## src/rtl/draw_char_board_scaled_if.sv

```systemverilog
// VGA timing/colour bundle and game-settings bundle shared by the redraw chain.
interface vga_if;
  logic [10:0] vcount;
  logic        vsync;
  logic        vblnk;
  logic [10:0] hcount;
  logic        hsync;
  logic        hblnk;
  logic [11:0] rgb;

  modport in  (input  vcount, vsync, vblnk, hcount, hsync, hblnk, rgb);
  modport out (output vcount, vsync, vblnk, hcount, hsync, hblnk, rgb);
endinterface

interface game_set_if;
  logic [10:0] board_xpos;
  logic [10:0] board_ypos;
  logic [10:0] board_size;
  logic [10:0] button_size;
  logic [4:0]  button_num;

  modport in (input board_xpos, board_ypos, board_size, button_size, button_num);
endinterface

```

## src/rtl/draw_char_board_scaled.sv

```systemverilog
// Board digit overlay: scaled, centred glyphs per field over a fixed 3-clock VGA pipeline.
// Optional macro CHAR_PALETTE_EN selects a per-digit colour palette instead of CHAR_RGB.
module draw_char_board_scaled #(
  parameter int          GLYPH_W    = 8,
  parameter int          GLYPH_H    = 16,
  parameter int          SCALE      = 2,
  parameter int          MAX_FIELDS = 16,
  parameter logic [11:0] CHAR_RGB   = 12'h20a
) (
  input  logic                          clk,
  input  logic                          rst,
  input  logic [GLYPH_W-1:0]            char_pixels,
  input  logic [3:0]                    char_code,
  output logic [$clog2(MAX_FIELDS)-1:0] char_x,
  output logic [$clog2(MAX_FIELDS)-1:0] char_y,
  output logic [$clog2(GLYPH_H)-1:0]    char_line,
  output logic                          char_en,
  vga_if.in                             in,
  vga_if.out                            out,
  game_set_if.in                        gin
);

  localparam int              AW       = $clog2(MAX_FIELDS);
  localparam int              LW       = $clog2(GLYPH_H);
  localparam int              FW       = $clog2(GLYPH_W);
  localparam logic [10:0]     BOX_W    = 11'(GLYPH_W * SCALE);
  localparam logic [10:0]     BOX_H    = 11'(GLYPH_H * SCALE);
  localparam logic [1:0]      SUB_MAX  = 2'(SCALE - 1);
  localparam logic [FW-1:0]   FCOL_TOP = FW'(GLYPH_W - 1);

  typedef struct packed {
    logic [10:0] vcount;
    logic        vsync;
    logic        vblnk;
    logic [10:0] hcount;
    logic        hsync;
    logic        hblnk;
    logic [11:0] rgb;
  } vga_t;

  vga_t vin_c, s1_q, s2_q, o_q;

  // Board geometry is sampled at each line start so mid-line changes wait for the next line.
  logic        line_start;
  logic [10:0] xpos_l, bs_l, xpos_c, bs_c, num_c, gx0_c, gy0_c;
  logic [4:0]  num_l;

  logic [10:0] col_q, xoff_q, col_c, xoff_c;
  logic [10:0] row_q, yoff_q, row_c, yoff_c;
  logic        inx_q, iny_q, inx_c, iny_c;
  logic [FW-1:0] fcol_q, fcol_c, fcol_s1;
  logic [LW-1:0] fline_q, fline_c;
  logic [1:0]  xsub_q, xsub_c, ysub_q, ysub_c;
  logic        gx_in, gy_in, en_c;

  logic        draw_q;
  logic [11:0] colour_c, colour_q;

  assign vin_c      = {in.vcount, in.vsync, in.vblnk, in.hcount, in.hsync, in.hblnk, in.rgb};
  assign line_start = (in.hcount == 11'd0);
  assign xpos_c     = line_start ? gin.board_xpos  : xpos_l;
  assign bs_c       = line_start ? gin.button_size : bs_l;
  assign num_c      = line_start ? 11'(gin.button_num) : 11'(num_l);
  assign gx0_c      = (bs_c >= BOX_W) ? ((bs_c - BOX_W) >> 1) : '0;
  assign gy0_c      = (bs_c >= BOX_H) ? ((bs_c - BOX_H) >> 1) : '0;

  // Column/offset counters plus font-column sub-counter (replaces divide by SCALE).
  always_comb begin
    col_c  = col_q;
    xoff_c = xoff_q;
    inx_c  = inx_q;
    fcol_c = fcol_q;
    xsub_c = xsub_q;
    if (in.hcount == xpos_c) begin
      col_c  = '0;
      xoff_c = '0;
      inx_c  = (num_c != 11'd0);
    end else if (line_start) begin
      inx_c = 1'b0;
    end else if (inx_q) begin
      if (xoff_q == bs_c - 11'd1) begin
        xoff_c = '0;
        col_c  = col_q + 11'd1;
        if (col_q + 11'd1 == num_c) inx_c = 1'b0;
      end else begin
        xoff_c = xoff_q + 11'd1;
      end
    end
    if (xoff_c == gx0_c) begin
      fcol_c = '0;
      xsub_c = '0;
    end else if (xsub_q == SUB_MAX) begin
      fcol_c = fcol_q + 1'b1;
      xsub_c = '0;
    end else begin
      xsub_c = xsub_q + 2'd1;
    end
  end

  // Row/offset counters and font-line sub-counter only move at line start.
  always_comb begin
    row_c   = row_q;
    yoff_c  = yoff_q;
    iny_c   = iny_q;
    fline_c = fline_q;
    ysub_c  = ysub_q;
    if (line_start) begin
      if (in.vcount == gin.board_ypos) begin
        row_c  = '0;
        yoff_c = '0;
        iny_c  = (num_c != 11'd0);
      end else if (in.vcount == 11'd0) begin
        iny_c = 1'b0;
      end else if (iny_q) begin
        if (yoff_q == bs_c - 11'd1) begin
          yoff_c = '0;
          row_c  = row_q + 11'd1;
          if (row_q + 11'd1 == num_c) iny_c = 1'b0;
        end else begin
          yoff_c = yoff_q + 11'd1;
        end
      end
      if (yoff_c == gy0_c) begin
        fline_c = '0;
        ysub_c  = '0;
      end else if (ysub_q == SUB_MAX) begin
        fline_c = fline_q + 1'b1;
        ysub_c  = '0;
      end else begin
        ysub_c = ysub_q + 2'd1;
      end
    end
  end

  assign gx_in = (xoff_c >= gx0_c) && (xoff_c < gx0_c + BOX_W);
  assign gy_in = (yoff_c >= gy0_c) && (yoff_c < gy0_c + BOX_H);
  assign en_c  = inx_c && iny_c && gx_in && gy_in;

`ifdef CHAR_PALETTE_EN
  always_comb begin
    case (char_code)
      4'd1:    colour_c = 12'h00F;
      4'd2:    colour_c = 12'h080;
      4'd3:    colour_c = 12'hF00;
      4'd4:    colour_c = 12'h008;
      4'd5:    colour_c = 12'h800;
      4'd6:    colour_c = 12'h088;
      4'd7:    colour_c = 12'h000;
      4'd8:    colour_c = 12'h888;
      default: colour_c = CHAR_RGB;
    endcase
  end
`else
  assign colour_c = CHAR_RGB;
`endif

  always_ff @(posedge clk or posedge rst) begin
    if (rst) begin
      xpos_l    <= '0;
      bs_l      <= '0;
      num_l     <= '0;
      col_q     <= '0;
      xoff_q    <= '0;
      inx_q     <= 1'b0;
      row_q     <= '0;
      yoff_q    <= '0;
      iny_q     <= 1'b0;
      fcol_q    <= '0;
      xsub_q    <= '0;
      fline_q   <= '0;
      ysub_q    <= '0;
      char_en   <= 1'b0;
      char_x    <= '0;
      char_y    <= '0;
      char_line <= '0;
      fcol_s1   <= '0;
      s1_q      <= '0;
      s2_q      <= '0;
      draw_q    <= 1'b0;
      colour_q  <= '0;
      o_q       <= '0;
    end else begin
      xpos_l  <= xpos_c;
      bs_l    <= bs_c;
      num_l   <= num_c[4:0];
      col_q   <= col_c;
      xoff_q  <= xoff_c;
      inx_q   <= inx_c;
      row_q   <= row_c;
      yoff_q  <= yoff_c;
      iny_q   <= iny_c;
      fcol_q  <= fcol_c;
      xsub_q  <= xsub_c;
      fline_q <= fline_c;
      ysub_q  <= ysub_c;
      // Stage 1: memory addresses.
      char_en <= en_c;
      if (en_c) begin
        char_x    <= col_c[AW-1:0];
        char_y    <= row_c[AW-1:0];
        char_line <= fline_c;
      end
      fcol_s1 <= fcol_c;
      s1_q    <= vin_c;
      // Stage 2: font row and board code arrive.
      draw_q   <= char_en && (char_code != 4'd0) && char_pixels[FCOL_TOP - fcol_s1];
      colour_q <= colour_c;
      s2_q     <= s1_q;
      // Stage 3: output register.
      o_q <= s2_q;
      if (draw_q && !s2_q.hblnk && !s2_q.vblnk) o_q.rgb <= colour_q;
    end
  end

  assign out.vcount = o_q.vcount;
  assign out.vsync  = o_q.vsync;
  assign out.vblnk  = o_q.vblnk;
  assign out.hcount = o_q.hcount;
  assign out.hsync  = o_q.hsync;
  assign out.hblnk  = o_q.hblnk;
  assign out.rgb    = o_q.rgb;

endmodule
```

## src/flat_wrapper.sv

```systemverilog
// flat-port wrapper written by rule: the top's interface ports become plain ports
module draw_char_board_scaled_flat 
#(
  parameter int          GLYPH_W    = 8,
  parameter int          GLYPH_H    = 16,
  parameter int          SCALE      = 2,
  parameter int          MAX_FIELDS = 16,
  parameter logic [11:0] CHAR_RGB   = 12'h20a
)
  (clk, rst, char_pixels, char_code, char_x, char_y, char_line, char_en, in_vcount, in_vsync, in_vblnk, in_hcount, in_hsync, in_hblnk, in_rgb, out_vcount, out_vsync, out_vblnk, out_hcount, out_hsync, out_hblnk, out_rgb, gin_board_xpos, gin_board_ypos, gin_board_size, gin_button_size, gin_button_num);
  vga_if in_i ();
  vga_if out_i ();
  game_set_if gin_i ();
  input  logic clk;
  input  logic rst;
  input  logic [GLYPH_W-1:0] char_pixels;
  input  logic [3:0] char_code;
  output logic [$clog2(MAX_FIELDS)-1:0] char_x;
  output logic [$clog2(MAX_FIELDS)-1:0] char_y;
  output logic [$clog2(GLYPH_H)-1:0] char_line;
  output logic char_en;
  input wire logic [$bits(in_i.vcount)-1:0] in_vcount;
  input wire logic [$bits(in_i.vsync)-1:0] in_vsync;
  input wire logic [$bits(in_i.vblnk)-1:0] in_vblnk;
  input wire logic [$bits(in_i.hcount)-1:0] in_hcount;
  input wire logic [$bits(in_i.hsync)-1:0] in_hsync;
  input wire logic [$bits(in_i.hblnk)-1:0] in_hblnk;
  input wire logic [$bits(in_i.rgb)-1:0] in_rgb;
  output wire logic [$bits(out_i.vcount)-1:0] out_vcount;
  output wire logic [$bits(out_i.vsync)-1:0] out_vsync;
  output wire logic [$bits(out_i.vblnk)-1:0] out_vblnk;
  output wire logic [$bits(out_i.hcount)-1:0] out_hcount;
  output wire logic [$bits(out_i.hsync)-1:0] out_hsync;
  output wire logic [$bits(out_i.hblnk)-1:0] out_hblnk;
  output wire logic [$bits(out_i.rgb)-1:0] out_rgb;
  input wire logic [$bits(gin_i.board_xpos)-1:0] gin_board_xpos;
  input wire logic [$bits(gin_i.board_ypos)-1:0] gin_board_ypos;
  input wire logic [$bits(gin_i.board_size)-1:0] gin_board_size;
  input wire logic [$bits(gin_i.button_size)-1:0] gin_button_size;
  input wire logic [$bits(gin_i.button_num)-1:0] gin_button_num;
  assign in_i.vcount = in_vcount;
  assign in_i.vsync = in_vsync;
  assign in_i.vblnk = in_vblnk;
  assign in_i.hcount = in_hcount;
  assign in_i.hsync = in_hsync;
  assign in_i.hblnk = in_hblnk;
  assign in_i.rgb = in_rgb;
  assign out_vcount = out_i.vcount;
  assign out_vsync = out_i.vsync;
  assign out_vblnk = out_i.vblnk;
  assign out_hcount = out_i.hcount;
  assign out_hsync = out_i.hsync;
  assign out_hblnk = out_i.hblnk;
  assign out_rgb = out_i.rgb;
  assign gin_i.board_xpos = gin_board_xpos;
  assign gin_i.board_ypos = gin_board_ypos;
  assign gin_i.board_size = gin_board_size;
  assign gin_i.button_size = gin_button_size;
  assign gin_i.button_num = gin_button_num;
  draw_char_board_scaled #(.GLYPH_W(GLYPH_W), .GLYPH_H(GLYPH_H), .SCALE(SCALE), .MAX_FIELDS(MAX_FIELDS), .CHAR_RGB(CHAR_RGB)) u_core (.clk(clk), .rst(rst), .char_pixels(char_pixels), .char_code(char_code), .char_x(char_x), .char_y(char_y), .char_line(char_line), .char_en(char_en), .in(in_i), .out(out_i), .gin(gin_i));
endmodule
```

## config.mk

```make
export PLATFORM = sky130hd
export DESIGN_NAME = draw_char_board_scaled_flat
export DESIGN_NICKNAME = d
export VERILOG_FILES = /design/src/rtl/draw_char_board_scaled_if.sv /design/src/rtl/draw_char_board_scaled.sv /design/src/flat_wrapper.sv
export SDC_FILE = /design/constraint.sdc
export NUM_CORES = 1
export LEC_CHECK = 0
export BUFFER_PORTS_ARGS = -buffer_cell sky130_fd_sc_hd__buf_2
export CORE_MARGIN = 4
export CORE_UTILIZATION = 25
export DETAILED_ROUTE_END_ITERATION = 10
export PLACE_DENSITY_LB_ADDON = 0.15
export SYNTH_ARGS = -nofsm -noshare
export SYNTH_HDL_FRONTEND = slang
export SYNTH_SLANG_ARGS = --single-unit
export TNS_END_PERCENT = 50
```

## constraint.sdc

```tcl
create_clock -name clk -period 8.55 [get_ports clk]
set_clock_uncertainty 0.2 [all_clocks]
set_input_delay 0.855 -clock clk [delete_from_list [all_inputs] [get_ports clk]]
set_output_delay 0.855 -clock clk [all_outputs]
set_load 0.02 [all_outputs]
```

== Word-level counts from Yosys, hierarchy flattened ==
Cells that the tools add are included.

* Eq/ne operators: 12
* Magnitude comparators: 7
* Muxes and demuxes: 47
* Reductions and logical operators: 22
* Add/sub/neg operators: 14

{| class="wikitable"
|+ Operators with widths
! cell !! number
|-
| 11-bit two-way mux || 20
|-
| 11-bit == test || 8
|-
| 11-bit by 1-bit adder with 11-bit output, second input constant || 4
|-
| 11-bit >= comparator || 2
|-
| 11-bit logical NOT || 2
|-
| 11-bit less-than comparator || 2
|-
| 10-bit two-way mux || 2
|-
| 4-bit two-way mux || 4
|-
| 1-bit two-way mux || 12
|-
| 12-bit two-way mux || 1
|-
| 11-bit by 5-bit adder with 11-bit output, second input constant || 1
|-
| 11-bit by 6-bit adder with 11-bit output, second input constant || 1
|-
| 11-bit by 5-bit >= comparator with 1-bit output, second input constant || 1
|-
| 11-bit by 6-bit >= comparator with 1-bit output, second input constant || 1
|-
| 11-bit nonzero test || 1
|-
| 11-bit by 1-bit subtractor with 11-bit output, second input constant || 1
|-
| 11-bit by 5-bit subtractor with 11-bit output, second input constant || 1
|-
| 11-bit by 6-bit subtractor with 11-bit output, second input constant || 1
|-
| 2-bit nonzero test || 5
|-
| 1-bit logical AND || 9
|-
| 2-bit two-way mux || 4
|-
| 3-bit two-way mux || 2
|-
| 5-bit two-way mux || 1
|-
| 2-bit by 1-bit adder with 2-bit output, second input constant || 2
|-
| other kinds (12) || 14
|}

* Register bits after elaboration: 213
* Word-level logic and storage cells: 144
* Output and inout port bits: 51

== Longest topological paths before layout ==
Gate-level depths: netlist (run 1).

* Depth in word-level cells: 13
* Mapped depth: 34

== Least setup slack after synthesis (run 1) ==
No wires, ideal clock.

* Path kind: input port to flip-flop
* Start point: in in_hcount[2]
* End point: reg u_core.char_line[3]
* Data required time: 8225 ps
* Buffers on the path: 8
* Setup slack: 481 ps
* Stages on the path: 32
* Data arrival time: 7744 ps
* Setup time: 125 ps
* Path through: or4_1 > buf_6 > nor3_4 > buf_6 > buf_6 > buf_4 > mux2i_1 > ha_1 > clkbuf_1 > or3b_2 > mux2i_1 > nand2_1 > a211o_1 > nor4b_1 > and4b_1 > clkbuf_1 > nand2b_1 > o21ai_0 > ha_1 > nor2b_1 > o21a_1 > o21a_1 > o31a_1 > o21ai_0 > nand3_1 > a41o_1 > nor3_1 > o311ai_1 > and4_4 > buf_6 > buf_6 > mux2_4

* Longest elaborated chain between the ends: 13
* Elaborated cells between the ends (all ways): 52
* Classes of those cells: 5 x add/sub; 6 x order compare; 6 x eq/ne; 28 x mux; 7 x reduce/logical

{| class="wikitable"
|+ Ends and longest elaborated chain
! item !! RTL line !! RTL
|-
| start: declaration || flat_wrapper.sv:25 || <nowiki>input wire logic [$bits(in_i.hcount)-1:0] in_hcount;</nowiki>
|-
| 11-bit logical NOT * || draw_char_board_scaled.sv:60 || <nowiki>assign line_start = (in.hcount == 11'd0);</nowiki>
|-
| 11-bit two-way mux || draw_char_board_scaled.sv:62 || <nowiki>assign bs_c = line_start ? gin.button_size : bs_l;</nowiki>
|-
| 11-bit by 1-bit subtractor with 11-bit output || draw_char_board_scaled.sv:115 || <nowiki>if (yoff_q == bs_c - 11'd1) begin</nowiki>
|-
| 11-bit == test || draw_char_board_scaled.sv:115 ||
|-
| 11-bit two-way mux || draw_char_board_scaled.sv:115 ||
|-
| 11-bit two-way mux || draw_char_board_scaled.sv:114 || <nowiki>end else if (iny_q) begin</nowiki>
|-
| 11-bit two-way mux || draw_char_board_scaled.sv:112 || <nowiki>end else if (in.vcount == 11'd0) begin</nowiki>
|-
| 11-bit two-way mux || draw_char_board_scaled.sv:108 || <nowiki>if (in.vcount == gin.board_ypos) begin</nowiki>
|-
| 11-bit two-way mux || draw_char_board_scaled.sv:107 || <nowiki>if (line_start) begin</nowiki>
|-
| 11-bit two-way mux * || draw_char_board_scaled.sv:107 ||
|-
| named net u_core.yoff_c[1] || draw_char_board_scaled.sv:49 || <nowiki>logic [10:0] row_q, yoff_q, row_c, yoff_c;</nowiki>
|-
| 11-bit >= comparator or 11-bit less-than comparator (tied branches) || draw_char_board_scaled.sv:136 || <nowiki>assign gy_in = (yoff_c >= gy0_c) && (yoff_c < gy0_c + BOX_H);</nowiki>
|-
| 1-bit logical AND * || draw_char_board_scaled.sv:136 ||
|-
| 1-bit logical AND * || draw_char_board_scaled.sv:137 || <nowiki>assign en_c = inx_c && iny_c && gx_in && gy_in;</nowiki>
|-
| named net u_core.en_c || draw_char_board_scaled.sv:54 || <nowiki>logic gx_in, gy_in, en_c;</nowiki>
|-
| end signal: assignment || draw_char_board_scaled.sv:201 || <nowiki>char_line <= fline_c;</nowiki>
|-
| end: declaration || draw_char_board_scaled.sv:16 || <nowiki>output logic [$clog2(GLYPH_H)-1:0] char_line,</nowiki>
|}

Mark *: on every way through the listed nets, which the timed path passes. The rest lies on a longest branch. The select of a mux whose other input is x is not followed.
A chain may end at the register's enable or synchronous reset.

== Worst setup path in the final report (run 1) ==
* Start point: in in_hcount[1]
* End point: reg u_core.char_line[1]

* Longest elaborated chain between the ends: 13
* Elaborated cells between the ends (all ways): 52
* Classes of those cells: 5 x add/sub; 6 x order compare; 6 x eq/ne; 28 x mux; 7 x reduce/logical

{| class="wikitable"
|+ Ends and longest elaborated chain
! item !! RTL line
|-
| 11-bit logical NOT * || draw_char_board_scaled.sv:60
|-
| 11-bit two-way mux || draw_char_board_scaled.sv:62
|-
| 11-bit by 1-bit subtractor with 11-bit output || draw_char_board_scaled.sv:115
|-
| 11-bit == test || draw_char_board_scaled.sv:115
|-
| 11-bit two-way mux || draw_char_board_scaled.sv:115
|-
| 11-bit two-way mux || draw_char_board_scaled.sv:114
|-
| 11-bit two-way mux || draw_char_board_scaled.sv:112
|-
| 11-bit two-way mux || draw_char_board_scaled.sv:108
|-
| 11-bit two-way mux || draw_char_board_scaled.sv:107
|-
| 11-bit two-way mux * || draw_char_board_scaled.sv:107
|-
| named net u_core.yoff_c[2] || draw_char_board_scaled.sv:49
|-
| 11-bit >= comparator or 11-bit less-than comparator (tied branches) || draw_char_board_scaled.sv:136
|-
| 1-bit logical AND * || draw_char_board_scaled.sv:136
|-
| 1-bit logical AND * || draw_char_board_scaled.sv:137
|}

Marked as above.

==> results of run 1 <==
==> per-stage QoR <==
step / instances / power, W / area (sq um) / worst slack, ns
6_report: 1827 / 0.00250 / 13600 / 1.19
5_1_grt: 1827 / 0.00263 / 13600 / 0.735
4_1_cts: 1827 / 0.00256 / 13600 / 1.21
3_5_place_dp: 1777 / 0.00132 / 12700 / 0.653
3_3_place_gp: 1777 / 0.00132 / 12700 / 0.606
2_1_floorplan: 1051 / 0.00122 / 11100 / 0.481
==> power breakdown <==
part,internal [W],total [W],switching [W]
combinational,0.0000933,0.000240,0.000147
sequential,0.00104,0.00106,0.0000133
clock,0.000754,0.00121,0.000452
total,0.00189,0.00250,0.000612
==> final timing paths <==
| check | start | to | cells after the start |
|---|---|---|---|
| max | in_hcount[1] | u_core.char_line[1] | 27 |
| min | u_core.s1_q[25] | u_core.s2_q[25] | 0 |
| max reg2reg | u_core.bs_l[5] | u_core.char_line[1] | 24 |
| min reg2reg | u_core.s1_q[25] | u_core.s2_q[25] | 0 |
| max in group asynchronous | rst | u_core.out.hcount[1] | 3 |
| min in group asynchronous | rst | u_core.xpos_l[9] | 2 |
==> cells in the mapped netlist, types with 4 or more instances <==
cell type  number  share of area, %
and3_1         17              0.96
and2_1          8              0.45
nand2_1        84               2.8
o2111ai_1       4              0.32
o21ai_0        52               2.3
or3_1          11              0.62
nor3_1         30               1.4
o21a_1          8              0.54
clkbuf_1       29              0.98
nor3b_1         7              0.47
a31oi_1         6              0.34
a211oi_1        5              0.34
inv_1          47               1.6
a22oi_1         4              0.27
xor2_1         50               3.9
o31a_1          6              0.47
nand3_1        34               1.5
mux2_2         17               1.7
ha_1           44               5.0
nand4_1        30               1.7
nor2b_1        32               1.8
or4_1           5              0.34
nor4_1         11              0.62
and4_1          6              0.47
mux2i_1        25               2.3
dfrtp_1       213                48
a21o_1          4              0.27
nor2_1         63               2.1
xnor2_1        51               4.0
nand2b_1       10              0.56
a211o_1         4              0.32
buf_6           6              0.61
o211ai_1        5              0.34
a21oi_1        24               1.1
mux2_4         10               1.4
o31ai_1        17               1.2
==> logic make-up (layout without fill, tap and decap cells) <==
group | Yosys count | count (layout) | synth area share (%)
AOI/OAI and AO/OA | 180 | 180 | 11.6
xor gates and xnor gates | 104 | 104 | 8.60
adders and majority gates | 44 | 44 | 4.96
buffers and inverters | 89 | 280 | 3.51
DFF | 213 | 213 | 48.1
muxes | 55 | 55 | 5.84
other | 1 | 1 | 0.0338
and+or+nand+nor | 365 | 365 | 17.4
==> flip-flops by register name, summed over array words and instances, names as in the netlist, 2 cells and up <==
| name | flops |
|---|---|
| u_core.fline_q | 4 |
| u_core.char_y | 4 |
| u_core.out.hcount | 11 |
| u_core.xoff_q | 11 |
| u_core.xpos_l | 11 |
| u_core.num_l | 5 |
| u_core.s1_q | 38 |
| u_core.out.vcount | 11 |
| u_core.bs_l | 11 |
| u_core.yoff_q | 11 |
| u_core.row_q | 11 |
| u_core.char_line | 4 |
| u_core.fcol_q | 3 |
| u_core.s2_q | 38 |
| u_core.col_q | 11 |
| u_core.out.rgb | 12 |
| u_core.xsub_q | 2 |
| u_core.char_x | 4 |
| u_core.ysub_q | 2 |
==> placed cells by master (no fill, tap or decap), types with 25 or more instances in the layout <==
cell type	n
dfrtp_1	213
ha_1	44
nor2b_1	32
nand3_1	33
buf_4	40
xnor2_1	51
xor2_1	50
nor2_1	63
inv_1	46
buf_2	140
mux2i_1	25
nand4_1	30
nand2_1	84
nor3_1	29
o21ai_0	52
clkbuf_16	27
==> worst max-delay path: stages <==
cell and delay [ns]:
buf_2 0.13, or4_1 0.68, nor3_4 0.45, mux2i_1 0.38, ha_1 0.31, nor3b_1 0.38
o31ai_4 0.16, and2_1 0.22, o21a_1 0.23, or4b_1 0.54, a211oi_2 0.28, a21o_1 0.25
o21ai_0 0.10, nand2_1 0.10, o31ai_1 0.11, ha_1 0.33, o21a_1 0.11, o21a_1 0.17
o31a_1 0.27, o21ai_0 0.14, buf_4 0.16, nand3_1 0.07, a41o_1 0.23, nor3_1 0.15
o311ai_1 0.13, and4_4 0.27, mux2_1 0.34
==> routing by layer <==
metal / routed length [microns] / part of all wire (%)
met2: 15400 / 45
met1: 16300 / 48
met4: 672 / 2.0
met5: 0 / 0
met3: 1500 / 4.4
==> cell type report <==
cell class / count / area [sq um]
clock buffers: 41 / 818
clock inverters: 9 / 148
fillers: 4531 / 29800
inverters: 50 / 196
multi-input cells: 749 / 5400
flip-flops and latches: 213 / 5330
well taps: 585 / 732
repair buffers: 180 / 1000
==> metrics.csv, run 1 <==
metric;value;unit
status;completed;
Routed Antenna Nets;0;
Clock Sinks;213;
maximum VDD drop;0.000136;V
Mapped Nets;1196;
drt via density;4.69;
Synth Register Bits;213;
Worst-path clk slew;0.06;ns
final core occ;31.4;%
Final Hold Fails;0;
R2R Setup Slk;2.44;ns
area grow syn2layout;22.9;%
critical path type;input pin to flop;
cts hold-fix bufs;0;
leak pwr;6.19;nW
Root Buffer;clkbuf_16;
min cycle time layout;7.36;ns
post-synth cell types;87;
Fmax;136;MHz
smallest hold slack;0.144;ns
vias in the first global route;8609;
gr ovfl total;0;
die height;219;microns
routing usage on met1;19.8;%
max-cap violations;0;
num rows;76;
# resized after CTS;0;
worst-margin pin slew;0.909;ns
ys flop type;dfrtp_1;
CTS tree;done;
# DRC;0;
final setup fails;0;
Fin Setup TNS;0;ns
critical path capture point type;flop;
wire per inst;18.5;microns
Setup Buffers After CTS;0;
largest net degree at the start of global routing;102;
Synth warnings;0;
GR Util met2;22.2;%
period utilisation layout;86.0;%
Port Buffers;140;
Worst-Skew Late Latency;0.56;ns
H-tree depth;1;
Ant. Diodes;0;
syn_area_per_cell;10.6;sq um
Core ar.;0.0435;sq mm
Nets;1366;
Crit Path Max Fanout;13;
Routed Wire Length;33800;microns
Post-synth ARST share;100;%
die area;0.0478;sq mm
WP data required;8.78;ns
Final Max Tran Viols;0;
GR peak layer;met2;
CP Data Arrival Time;7.59;ns
initial antenna violation count;1;
GRT Total Usage;13.9;%
Initial Util;25.5;%
final RePlAce weighted congestion;0.865;
area of the mapped netlist;0.0111;sq mm
io pins;152;
CTS buffer count;27;
die width;219;microns
Vias;8574;
Hold Path Class;flop to flop;
Seq/Total Area, Yosys;48.1;%
number of synthesized flops with an enable pin;0;
GR Util met3;2.10;%
Longest Clk Path Bufs;3;
first-pass GRT wire length;51800;microns
Worst Setup Start Kind;input pin;
ratio of cells with drive above 1 in the final layout;22.4;%
DR iter-0 viols;500;
Slew headroom;39.0;%
power density over cell area;184;mW/mm^2
DP Wirelength;25800;microns
Synth Instances;1051;
RSZ-0062 raised after global routing;no;
DRT Pass-1 Iters;5;
Note: power is estimated with default switching activity, not from simulation.
==> run 2: changes to the inputs <==
--- a/config.mk
+++ b/config.mk
@@ -5,10 +5,11 @@
 export SDC_FILE = /design/constraint.sdc
 export NUM_CORES = 1
 export LEC_CHECK = 0
-export BUFFER_PORTS_ARGS = -buffer_cell sky130_fd_sc_hd__buf_2
+export BUFFER_PORTS_ARGS = -buffer_cell sky130_fd_sc_hd__buf_4
 export CORE_MARGIN = 4
 export CORE_UTILIZATION = 25
 export DETAILED_ROUTE_END_ITERATION = 10
+export HOLD_SLACK_MARGIN = 0.15
 export PLACE_DENSITY_LB_ADDON = 0.15
 export SYNTH_ARGS = -nofsm -noshare
 export SYNTH_HDL_FRONTEND = slang
==> run 2 against run 1 <==
  * Clock power about the same
  * Utilization rose by 1.5 points
  * Maximum frequency decreased by 1.5%
  * Sequential cell count did not move
  * Cell count increased by 1.5%
  * First-iteration DRC count increased by 5.2%
  * Via count increased by 1.0%
  * Worst hold slack improved by 0.0020 ns
  * Die area stayed put
  * Critical path depth is 1 higher
  * Setup slack worse by 0.11 ns
  * Sequential share of layout area decreased by 1.8 points
  * Highest routed layer unchanged
==> metrics.csv, run 2 (synthesis results as in run 1) <==
metric;value;unit;change
maximum VDD drop;0.000122;V;-11%
Final Hold Fails;0;;unchanged
Final Max Tran Viols;0;;unchanged
DR iter-0 viols;526;;+5.2%
Register-to-Register Path Depth;25;;+4.2%
Top Registers;u_core.s1_q x38, u_core.s2_q x38, u_core.out.rgb x12;;
Combinational Power Share;10.5;%;+0.9 points
critical path capture point type;flop;;
leading cell type in the layout, fill and taps excluded;dfrtp_1;;
Nets;1395;;+2.1%
RSZ-0062 raised after global routing;no;;
DP Wirelength;25400;microns;-1.5%
GRT Total Usage;14.0;%;+0.11 points
Core ar.;0.0435;sq mm;unchanged
worst-margin pin slew;0.874;ns;-0.0359 ns
CTS tree;done;;
final RePlAce weighted congestion;0.871;;+0.68%
die height;219;microns;unchanged
max-cap violations;0;;unchanged
sw frac;23.9;%;-0.57 points
most frequent cells in the layout;dfrtp_1 (213), buf_4 (184), nand2_1 (84);;
power density over cell area;178;mW/mm^2;-3.3%
hold_sp;u_core.s2_q[27];;
CP Data Arrival Time;7.69;ns;+0.10 ns
reg-to-reg critical path startpoint;u_core.bs_l[5];;
largest net degree at the start of global routing;129;;+26%
R2R Setup Slk;2.35;ns;-0.09 ns
# resized after CTS;0;;unchanged
P_sw;0.000605;W;-1.1%
final setup fails;0;;unchanged
min cycle time layout;7.47;ns;+0.114 ns
critical path type;input pin to flop;;
clock share of power;47.8;%;-0.4 points
sequential power share;41.7;%;-0.5 points
drt via density;4.67;;-0.46%
Slew headroom;41.8;%;+2.7 points
io pins;152;;unchanged
die area;0.0478;sq mm;unchanged
Vias;8661;;+1.0%
leak pwr;6.42;nW;+3.6%
Hold Path Class;flop to flop;;
first-pass GRT wire length;52200;microns;+0.79%
Longest Clk Path Bufs;3;;unchanged
Root Buffer;clkbuf_16;;
status;completed;;
vias in the first global route;8797;;+2.2%
Routed Wire Length;33800;microns;about the same
Worst-Skew Late Latency;0.55;ns;about the same
Port Buffers;140;;unchanged
H-tree depth;1;;unchanged
Routed Antenna Nets;0;;unchanged
WP data required;8.77;ns;about the same
total power;0.00253;W;+1.3%
Crit Path Max Fanout;9;;-4
Worst Setup Start Kind;input pin;;
WHS Endpoint;u_core.out.vcount[0];;
CTS buffer count;26;;-3.7%
initial antenna violation count;0;;-1
Initial Util;25.5;%;unchanged
# DRC;0;;unchanged
worst hold path stage count;0;;unchanged
Ant. Diodes;0;;unchanged
area grow syn2layout;28.7;%;
Clock Sinks;213;;unchanged
num rows;76;;unchanged
Fin Setup TNS;0;ns;unchanged
R2R Path End;u_core.char_x[3];;
die width;219;microns;unchanged
Worst-path clk slew;0.06;ns;about the same
wire per inst;18.2;microns;-1.5%
period utilisation layout;87.4;%;+1.3 points
gr ovfl total;0;;unchanged
ratio of cells with drive above 1 in the final layout;22.2;%;-0.16 points
DRT Pass-1 Iters;5;;unchanged
Fmax;134;MHz;-1.5%
Pint;0.00193;W;+2.0%
smallest hold slack;0.146;ns;+0.00196 ns
## run 2: cell count changes in the layout (fill, tap and decap cells not counted), sizes merged
cell         before  now
buf             180  187
bufinv            3    6
clkbuf           41   34
clkinv            5    7
clkinvlp          1    2
dlygate4sd3       0   23
inv              50   48
## run 2: what timing repair did
item / CTS / global route
buffers inserted: 0 / 0
hold buffers: 23 / 0
endpoints found under the hold margin: 23 / 0
## run 2: layout make-up
type | count | area (sq um)
fillers | 4451 | 29200
clock buffers | 34 | 711
flip-flops and latches | 213 | 5330
repair buffers | 210 | 1670
clock inverters | 13 | 239
inverters | 50 | 196
well taps | 585 | 732
multi-input cells | 749 | 5390
## run 2: metal layers
metal | GRT usage, % | wire [microns] | part of all wire (%)
met5 | 0 | 0 | 0
met2 | 22.2 | 15400 | 45
met4 | 3.52 | 684 | 2.0
met1 | 19.8 | 16100 | 48
met3 | 2.46 | 1650 | 4.9
## run 2: worst max path at each step
| stage | endpoint | slack [ns] | from | cells after the start |
|---|---|---|---|---|
| floorplan | u_core.char_line[3] | 0.48 | in_hcount[2] | 32 |
| global placement | u_core.char_x[1] | 0.63 | in_hcount[1] | 28 |
| detailed placement | u_core.char_x[3] | 0.65 | in_hcount[1] | 28 |
| finish | u_core.char_x[3] | 1.08 | in_hcount[1] | 28 |
| CTS | u_core.char_line[1] | 1.20 | in_hcount[1] | 28 |
| global route | u_core.char_x[3] | 0.68 | in_hcount[1] | 28 |
## run 2: critical path: stages
cell      delay (ns)
buf_4           0.13
or4_1           0.68
nor3_4          0.48
mux2i_1         0.39
ha_1            0.33
nor3b_1         0.39
o31ai_4         0.16
and2_1          0.21
o21a_1          0.23
or4b_1          0.54
a211oi_2        0.29
a21o_1          0.24
o21ai_0         0.09
nand2_1         0.10
o31ai_1         0.10
ha_1            0.33
o21a_1          0.10
o21a_1          0.17
o31a_1          0.31
o21ai_0         0.17
buf_4           0.15
nand3_1         0.07
a41o_1          0.24
nor3_1          0.15
o311ai_1        0.12
and4_4          0.19
buf_12          0.15
mux2_4          0.29
## run 2: power groups by stage
| stage | clock network [W] | registers, W | logic [W] |
|---|---|---|---|
| after floorplan | 0 | 0.00108 | 0.000136 |
| after global placement | 0 | 0.00107 | 0.000260 |
| after detailed placement | 0 | 0.00108 | 0.000261 |
| after CTS | 0.00126 | 0.00106 | 0.000271 |
| after global routing | 0.00130 | 0.00106 | 0.000296 |
| final | 0.00121 | 0.00106 | 0.000266 |
## run 2: through the flow
stage	worst slack [ns]	cells	utilization [%]	cell area [sq um]
global placement	0.633	1784	30.1	13100
CTS	1.20	1854	32.8	14300
floorplan	0.481	1051	-	11100
detailed placement	0.654	1784	30.1	13100
global route	0.676	1854	32.8	14300
finish	1.08	1854	32.8	14300
